**src/rtl/dd_fill_engine.sv**
```systemverilog
// dd_fill_engine: drives a constant, incrementing or alternating fill pattern onto the DD bus
// as per-bit out/enable pairs for a programmed number of sequencer-paced write slots.
module dd_fill_engine #(
  parameter int WIDTH   = 16,
  parameter int COUNT_W = 12
) (
  input  logic               MasterClock,
  input  logic               RESETL,
  input  logic               start,
  input  logic [1:0]         mode,
  input  logic [WIDTH-1:0]   patA,
  input  logic [WIDTH-1:0]   patB,
  input  logic [WIDTH-1:0]   mask,
  input  logic [COUNT_W-1:0] length,
  input  logic               step,
  input  logic               abort,
  output logic [WIDTH-1:0]   outDD,
  output logic [WIDTH-1:0]   enDD,
  output logic               busy,
  output logic               done,
  output logic [COUNT_W-1:0] offset
);
  typedef enum logic [1:0] {IDLE, DRIVE, DONE} stateT;
  stateT state, nextState;
  logic [1:0]         modeQ;
  logic [WIDTH-1:0]   patAQ, patBQ, maskQ, data;
  logic [COUNT_W-1:0] remaining;
  logic               onB, accept;
  // abort beats a same-edge step, so the word is neither counted nor advanced
  assign accept = (state == DRIVE) && step && !abort;
  always_ff @(posedge MasterClock)
    state <= !RESETL ? IDLE : nextState;
  always_comb
    nextState = state == IDLE  ? (start ? (length != '0 ? DRIVE : DONE) : IDLE) :
                state == DRIVE ? (abort ? IDLE : (accept && remaining == COUNT_W'(1)) ? DONE : DRIVE) :
                IDLE;
  always_ff @(posedge MasterClock) begin
    if (!RESETL) begin
      modeQ     <= '0;
      patAQ     <= '0;
      patBQ     <= '0;
      maskQ     <= '0;
      data      <= '0;
      remaining <= '0;
      offset    <= '0;
      onB       <= 1'b0;
    end else if (state == IDLE && start) begin
      modeQ     <= mode;
      patAQ     <= patA;
      patBQ     <= patB;
      maskQ     <= mask;
      data      <= patA;
      remaining <= length;
      offset    <= '0;
      onB       <= 1'b0;
    end else if (accept) begin
      remaining <= remaining - COUNT_W'(1);
      offset    <= offset + COUNT_W'(1);
      data      <= modeQ == 2'd1 ? data + WIDTH'(1) :
                   modeQ == 2'd2 ? (onB ? patAQ : patBQ) : data;
      onB       <= !onB;
    end
  end
  always_comb begin
    busy  = state == DRIVE;
    done  = state == DONE;
    enDD  = busy ? maskQ : '0;
    outDD = data & enDD;
  end
endmodule

```
**config.mk**
```make
export PLATFORM = sky130hd
export DESIGN_NAME = dd_fill_engine
export DESIGN_NICKNAME = d
export VERILOG_FILES = /design/src/rtl/dd_fill_engine.sv
export SDC_FILE = /design/constraint.sdc
export NUM_CORES = 1
export LEC_CHECK = 0
export ABC_CLOCK_PERIOD_IN_PS = 1790
export BUFFER_PORTS_ARGS = -buffer_cell sky130_fd_sc_hd__buf_2
export CAP_MARGIN = 25
export CORE_MARGIN = 2
export CORE_UTILIZATION = 53
export CTS_CLUSTER_DIAMETER = 80
export DETAILED_ROUTE_END_ITERATION = 8
export MAX_ROUTING_LAYER = met4
export PLACE_DENSITY = 0.8
export SLEW_MARGIN = 20
export SYNTH_ARGS = -nofsm -noshare
export SYNTH_HDL_FRONTEND = slang
export SYNTH_SLANG_ARGS = --single-unit
```
**constraint.sdc**
```tcl
create_clock -name MasterClock -period 1.79 [get_ports MasterClock]
set_clock_uncertainty 0.05 [all_clocks]
set_input_delay 0.2685 -clock MasterClock [delete_from_list [all_inputs] [get_ports MasterClock]]
set_output_delay 0.2685 -clock MasterClock [all_outputs]
set_load 0.02 [all_outputs]
```
# Word level (Yosys, flattened, before mapping)
# Index checks and enable logic that the tools add are counted.
# totals
ff_bits,93
latch_bits,0
mem_bits_rw,0
romBits,0
output_inout_bits,46
elab_cells,45
n_memories,0
# classes
add_sub_neg,3
mul,0
n_div,0
order_cmp,0
eq_ne,5
shift,0
n_mux,14
bitwise,2
n_reduce_logical,12
# ops
cell,count
16-bit two-way mux,6
12-bit two-way mux,2
16-bit by 1-bit adder with 16-bit output (second input constant),1
16-bit bitwise AND,1
12-bit by 1-bit adder with 12-bit output (second input constant),1
12-bit by 1-bit equality test with 1-bit output (second input constant),1
2-bit two-way mux,6
12-bit nonzero test,1
12-bit by 1-bit subtractor with 12-bit output (second input constant),1
2-bit by 1-bit equality test with 1-bit output (second input constant),2
2-bit equality test (second input constant),2
1-bit logical AND,4
3-bit nonzero test,1
1-bit zero test,2
2-bit zero test,1
2-bit AND reduction,1
2-bit nonzero test,1
2-bit OR reduction,1
1-bit inverter,1

# Longest topological paths before layout
# depth
depth_word,8
mapped_depth,7

# Worst setup path after synthesis
# Ideal clock, no wire load.
# synth_path
path_type,register to output
start,register state[0]
end,output port enDD[10]
arrival_time_ns,1.328
path_slack_ns,0.143
stages_incl_launch_ff,4
cell_sequence,dfxtp_1 nor2b_1 clkbuf_1 and2_1
# synth_between
elab_chain_len,2
# synth_lines
element,line_no,rtl
"start, declared",24,"stateT state, nextState;"
"start signal, assigned",32,state <= !RESETL ? IDLE : nextState;
2-bit by 1-bit equality test with 1-bit output,65,busy = state == DRIVE;
named net busy,19,"output logic busy,"
16-bit two-way mux,67,enDD = busy ? maskQ : '0;
"end, declared",18,"output logic [WIDTH-1:0] enDD,"
# The timed path passes the listed nets, and every way through them passes these cells.

# Worst setup path in the final report
# layout_path
start,register state[0]
end,output port outDD[5]
# layout_between
elab_chain_len,3
# layout_lines
element,line_no,rtl
2-bit by 1-bit equality test with 1-bit output,65,
16-bit two-way mux,67,
16-bit bitwise AND,68,outDD = data & enDD;
"end, declared",17,"output logic [WIDTH-1:0] outDD,"
# Every way passes these cells.

==> flow_metrics.py <==
metrics = {
    "outcome": {
        "run_status": "complete, no violations",
    },
    "floorplanning": {
        "initial_utilization_pct": 54.6,
        "die_width_um": 95.8,
        "io_pins": 113,
        "core_sq_um": 8180,
        "die_area_sq_um": 9170,
        "die_height_um": 95.8,
        "rows": 33,
    },
    "synth": {
        "syn_nets": 638,
        "yosys_register_bits": 93,
        "yosys_warning_count": 0,
        "netlist.area_leader.share_pct": 41.7,
        "yosysUniqueCellTypes": 55,
        "post_synth_instance_area_sq_um": 4460,
        "synth.area.top_cells": "sky130_fd_sc_hd__dfxtp_1 42%, sky130_fd_sc_hd__nand2_1 10%, sky130_fd_sc_hd__a21oi_1 9.4%, sky130_fd_sc_hd__mux2i_1 3.4%, sky130_fd_sc_hd__xnor2_1 2.6%",
        "number_of_flops_mapped_to_enable_cells_by_yosys": 0,
        "synthDominantAreaCellType": "sky130_fd_sc_hd__dfxtp_1",
        "synth-seq-area-share_pct": 41.7,
        "synth_async_sr_flop_share_pct": 0,
        "mean_syn_cell_area_sq_um": 7.87,
        "synth_flop_cell": "sky130_fd_sc_hd__dfxtp_1",
        "syn_inst": 567,
    },
    "setup_path": {
        "cp_data_required_time_ns": 1.47,
        "slowest_delay_ns": 0.38,
        "worst_r2r_path_depth": 6,
        "worst_r2r_startpoint": "state[1]",
        "critical_path_fanout_max": 34,
        "critical_path.slowest_cell": "sky130_fd_sc_hd__dfxtp_4",
        "critical_path.cell_chain": "nor2b_4 > buf_12 > and3_1 > buf_4",
        "regToRegSetupSlack_ns": 0.05,
        "reg2reg_to": "data[3]",
        "critPathKind": "register to primary output",
        "worstSetupEndpointType": "primary output",
        "critPathArrivalTime_ns": 1.43,
        "crit_path_launch_type": "register",
    },
    "worst_hold_path": {
        "timing.hold.worst_endpoint": "patBQ[9]",
        "holdCritStartpoint": "patB[9]",
        "worstHoldPathCells": 3,
        "timing.hold.worst.class": "primary input to register",
    },
    "layout": {
        "insertedDiodeCount": 0,
        "fillerInstances": 672,
        "fin_cells": 799,
        "numnets_final": 763,
        "area_growth_pct": 25.2,
        "drive_gt1_share_pct": 25.9,
    },
    "timing": {
        "rsz0062_at_grt": "true",
        "finalMaxSlewViolations": 0,
        "final_hold_viol_count": 0,
        "fin_crit_ns": 1.75,
        "max_freq_mhz": 572,
        "share_of_the_clock_period_used_by_the_worst_path_pct": 97.7,
        "worst_hold_slack_ns": 0.0837,
        "finalSetupViolCount": 0,
        "worst-slew-pin-transition_ns": 0.462,
        "slew_headroom_pct": 68.9,
    },
    "route": {
        "detailroute.via_count": 4527,
        "detail_route.wl_per_cell_um": 15.5,
        "antenna_violating_nets_post_route": 0,
        "post_detailed_route_drc_marker_count": 0,
        "drtIter0Drc": 245,
        "drt_wl_total_um": 12400,
        "routed_via_density": 5.67,
        "first_pass_iters": 5,
    },
    "pwr": {
        "power_leakage_nw": 2.36,
        "vdd.ir_drop.worst_mv": 0.403,
        "power_density_nw_per_um2": 756,
    },
    "global_route": {
        "antenna_found_initial": 0,
        "globalRouteOverflowTotal": 0,
        "grt_max_degree": 36,
        "vias_in_the_first_global_route": 4105,
        "grt.total_usage_pct": 28.2,
        "global_route_wire_length_before_repair_um": 19500,
    },
    "cts": {
        "cts_root_buf": "sky130_fd_sc_hd__clkbuf_8",
        "tritoncts": "built",
        "ctsLongestPathBuffers": 2,
        "number_of_buffers_inserted_during_clock_tree_synthesis": 9,
        "htreeDepth": 3,
        "cts.clk_slew.worst_paths_ns": 0.09,
        "clock_latency_ns": 0.36,
        "cts.repair_timing.setup_buffer_count": 0,
        "clock-sinks": 93,
    },
    "placement": {
        "place_congestion": 0.909,
        "port_buffers": 112,
        "dp_cells": 786,
        "dp.final_hpwl_um": 9130,
    },
    "flow_run": {
        "max_cap_violations": 0,
    },
}
## cells in the mapped netlist (2+ instances only)
cell type                  instances
sky130_fd_sc_hd__o211ai_1          5
sky130_fd_sc_hd__nor4_1            4
sky130_fd_sc_hd__or3_1             4
sky130_fd_sc_hd__ha_1              4
sky130_fd_sc_hd__nor2_1           29
sky130_fd_sc_hd__a211oi_1          7
sky130_fd_sc_hd__dfxtp_1          93
sky130_fd_sc_hd__a21oi_1          84
sky130_fd_sc_hd__mux2i_1          15
sky130_fd_sc_hd__nand3_1          16
sky130_fd_sc_hd__o21ai_0          17
sky130_fd_sc_hd__buf_4             3
sky130_fd_sc_hd__nand2b_1          3
sky130_fd_sc_hd__xnor2_1          13
sky130_fd_sc_hd__nor3_1            8
sky130_fd_sc_hd__a31oi_1           7
sky130_fd_sc_hd__and4_1            2
sky130_fd_sc_hd__inv_1             5
sky130_fd_sc_hd__o311ai_0          2
sky130_fd_sc_hd__buf_1             5
sky130_fd_sc_hd__a221oi_1          4
sky130_fd_sc_hd__a21boi_0          2
sky130_fd_sc_hd__buf_2             6
sky130_fd_sc_hd__nand2_1         124
sky130_fd_sc_hd__and3_1           16
sky130_fd_sc_hd__nor3b_1           2
sky130_fd_sc_hd__nor2b_1           6
sky130_fd_sc_hd__and2_1           17
sky130_fd_sc_hd__and4_2            2
sky130_fd_sc_hd__xor2_1            6
sky130_fd_sc_hd__clkbuf_1         22
sky130_fd_sc_hd__o21bai_1          2
sky130_fd_sc_hd__nand4_1          10
## final cells by class
| type | instances | area (sq um) | share of cell area, % |
|---|---|---|---|
| multi-input combinational | 432 | 2460 | 44.0 |
| timing repair buffer | 150 | 953 | 17.1 |
| inverter | 6 | 22.5 | 0.403 |
| sequential | 93 | 1870 | 33.4 |
| clock inverter | 2 | 12.5 | 0.224 |
| tap | 105 | 131 | 2.35 |
| clock buffer | 11 | 141 | 2.53 |
## layer usage
metal  vias up  track usage, %  part of all wire (%)
met3        20            4.23                   6.6
met1      2108            36.9                    45
li1       2233               -                     -
met5         -               -                     0
met4         0            9.64                   1.5
met2       166            45.0                    47
## registers in the layout (all words and copies together), names as in the netlist, 2 cells and up
register	count
data	16
remaining	12
state	2
offset	12
patBQ	16
maskQ	16
modeQ	2
patAQ	16
## layout by cell type (no fill, tap or decap), types with 10 or more instances in the layout
cell,netlist,layout
sky130_fd_sc_hd__a21oi_1,84,84
sky130_fd_sc_hd__and2_1,17,17
sky130_fd_sc_hd__and3_1,16,16
sky130_fd_sc_hd__buf_2,6,99
sky130_fd_sc_hd__buf_4,3,45
sky130_fd_sc_hd__clkbuf_8,0,10
sky130_fd_sc_hd__dfxtp_1,93,91
sky130_fd_sc_hd__mux2i_1,15,15
sky130_fd_sc_hd__nand2_1,124,123
sky130_fd_sc_hd__nand3_1,16,16
sky130_fd_sc_hd__nand4_1,10,10
sky130_fd_sc_hd__nor2_1,29,29
sky130_fd_sc_hd__o21ai_0,17,17
sky130_fd_sc_hd__xnor2_1,13,13
## worst max-delay path: cells and delay by family (launching register included)
| family | cells | cell delay (ns) |
|---|---|---|
| flip-flops | 1 | 0.38 |
| AND/OR/NAND/NOR | 2 | 0.38 |
| buffers and inverters | 2 | 0.31 |
## kinds of logic (layout without fill, tap and decap cells)
kind of cell               after synthesis  after routing  share of synthesized area [%]
muxes                                   15             15                           3.37
AOI/OAI and AO/OA                      143            143                           18.7
buffers and inverters                   42            169                           3.95
xor gates and xnor gates                19             19                           3.73
adders and majority gates                4              4                           1.12
and+or+nand+nor                        251            251                           27.4
DFF                                     93             93                           41.7
## how the worst max path moves through the flow
stage             start  endpoint  cells after the start
2_1_floorplan  state[0]  enDD[10]                      3
3_3_place_gp   state[1]  data[15]                      5
3_5_place_dp   state[1]  data[15]                      5
4_1_cts        state[0]  outDD[5]                      4
5_1_grt        state[1]   data[3]                      6
6_report       state[0]  outDD[5]                      4
## through the flow
| step | total power [mW] | setup TNS [ns] | util (%) | instance area, sq um | worst slack [ns] |
|---|---|---|---|---|---|
| 6_report | 4.23 | 0 | 68.4 | 5590 | 0.0417 |
| 5_1_grt | 4.42 | -0.0369 | 68.4 | 5590 | -0.0188 |
| 4_1_cts | 4.22 | 0 | 67.8 | 5540 | 0.00602 |
| 3_5_place_dp | 3.05 | 0 | 65.5 | 5360 | 0.0446 |
| 3_3_place_gp | 3.02 | 0 | 65.5 | 5360 | 0.0908 |
| 2_1_floorplan | 2.72 | 0 | - | 4460 | 0.143 |
## power breakdown
part           leakage, nW  switching (mW)  internal [mW]
sequential           0.764          0.0931           2.19
combinational         1.51           0.421          0.321
clock               0.0771           0.685          0.518
## timing repair
action | CTS | global route
endpoints found under the setup margin | 34 | 17
hold buffers | 0 | 0
pin swaps | 0 | 1
gates resized for setup | 9 | 17
(Power assumes the default switching activity.)
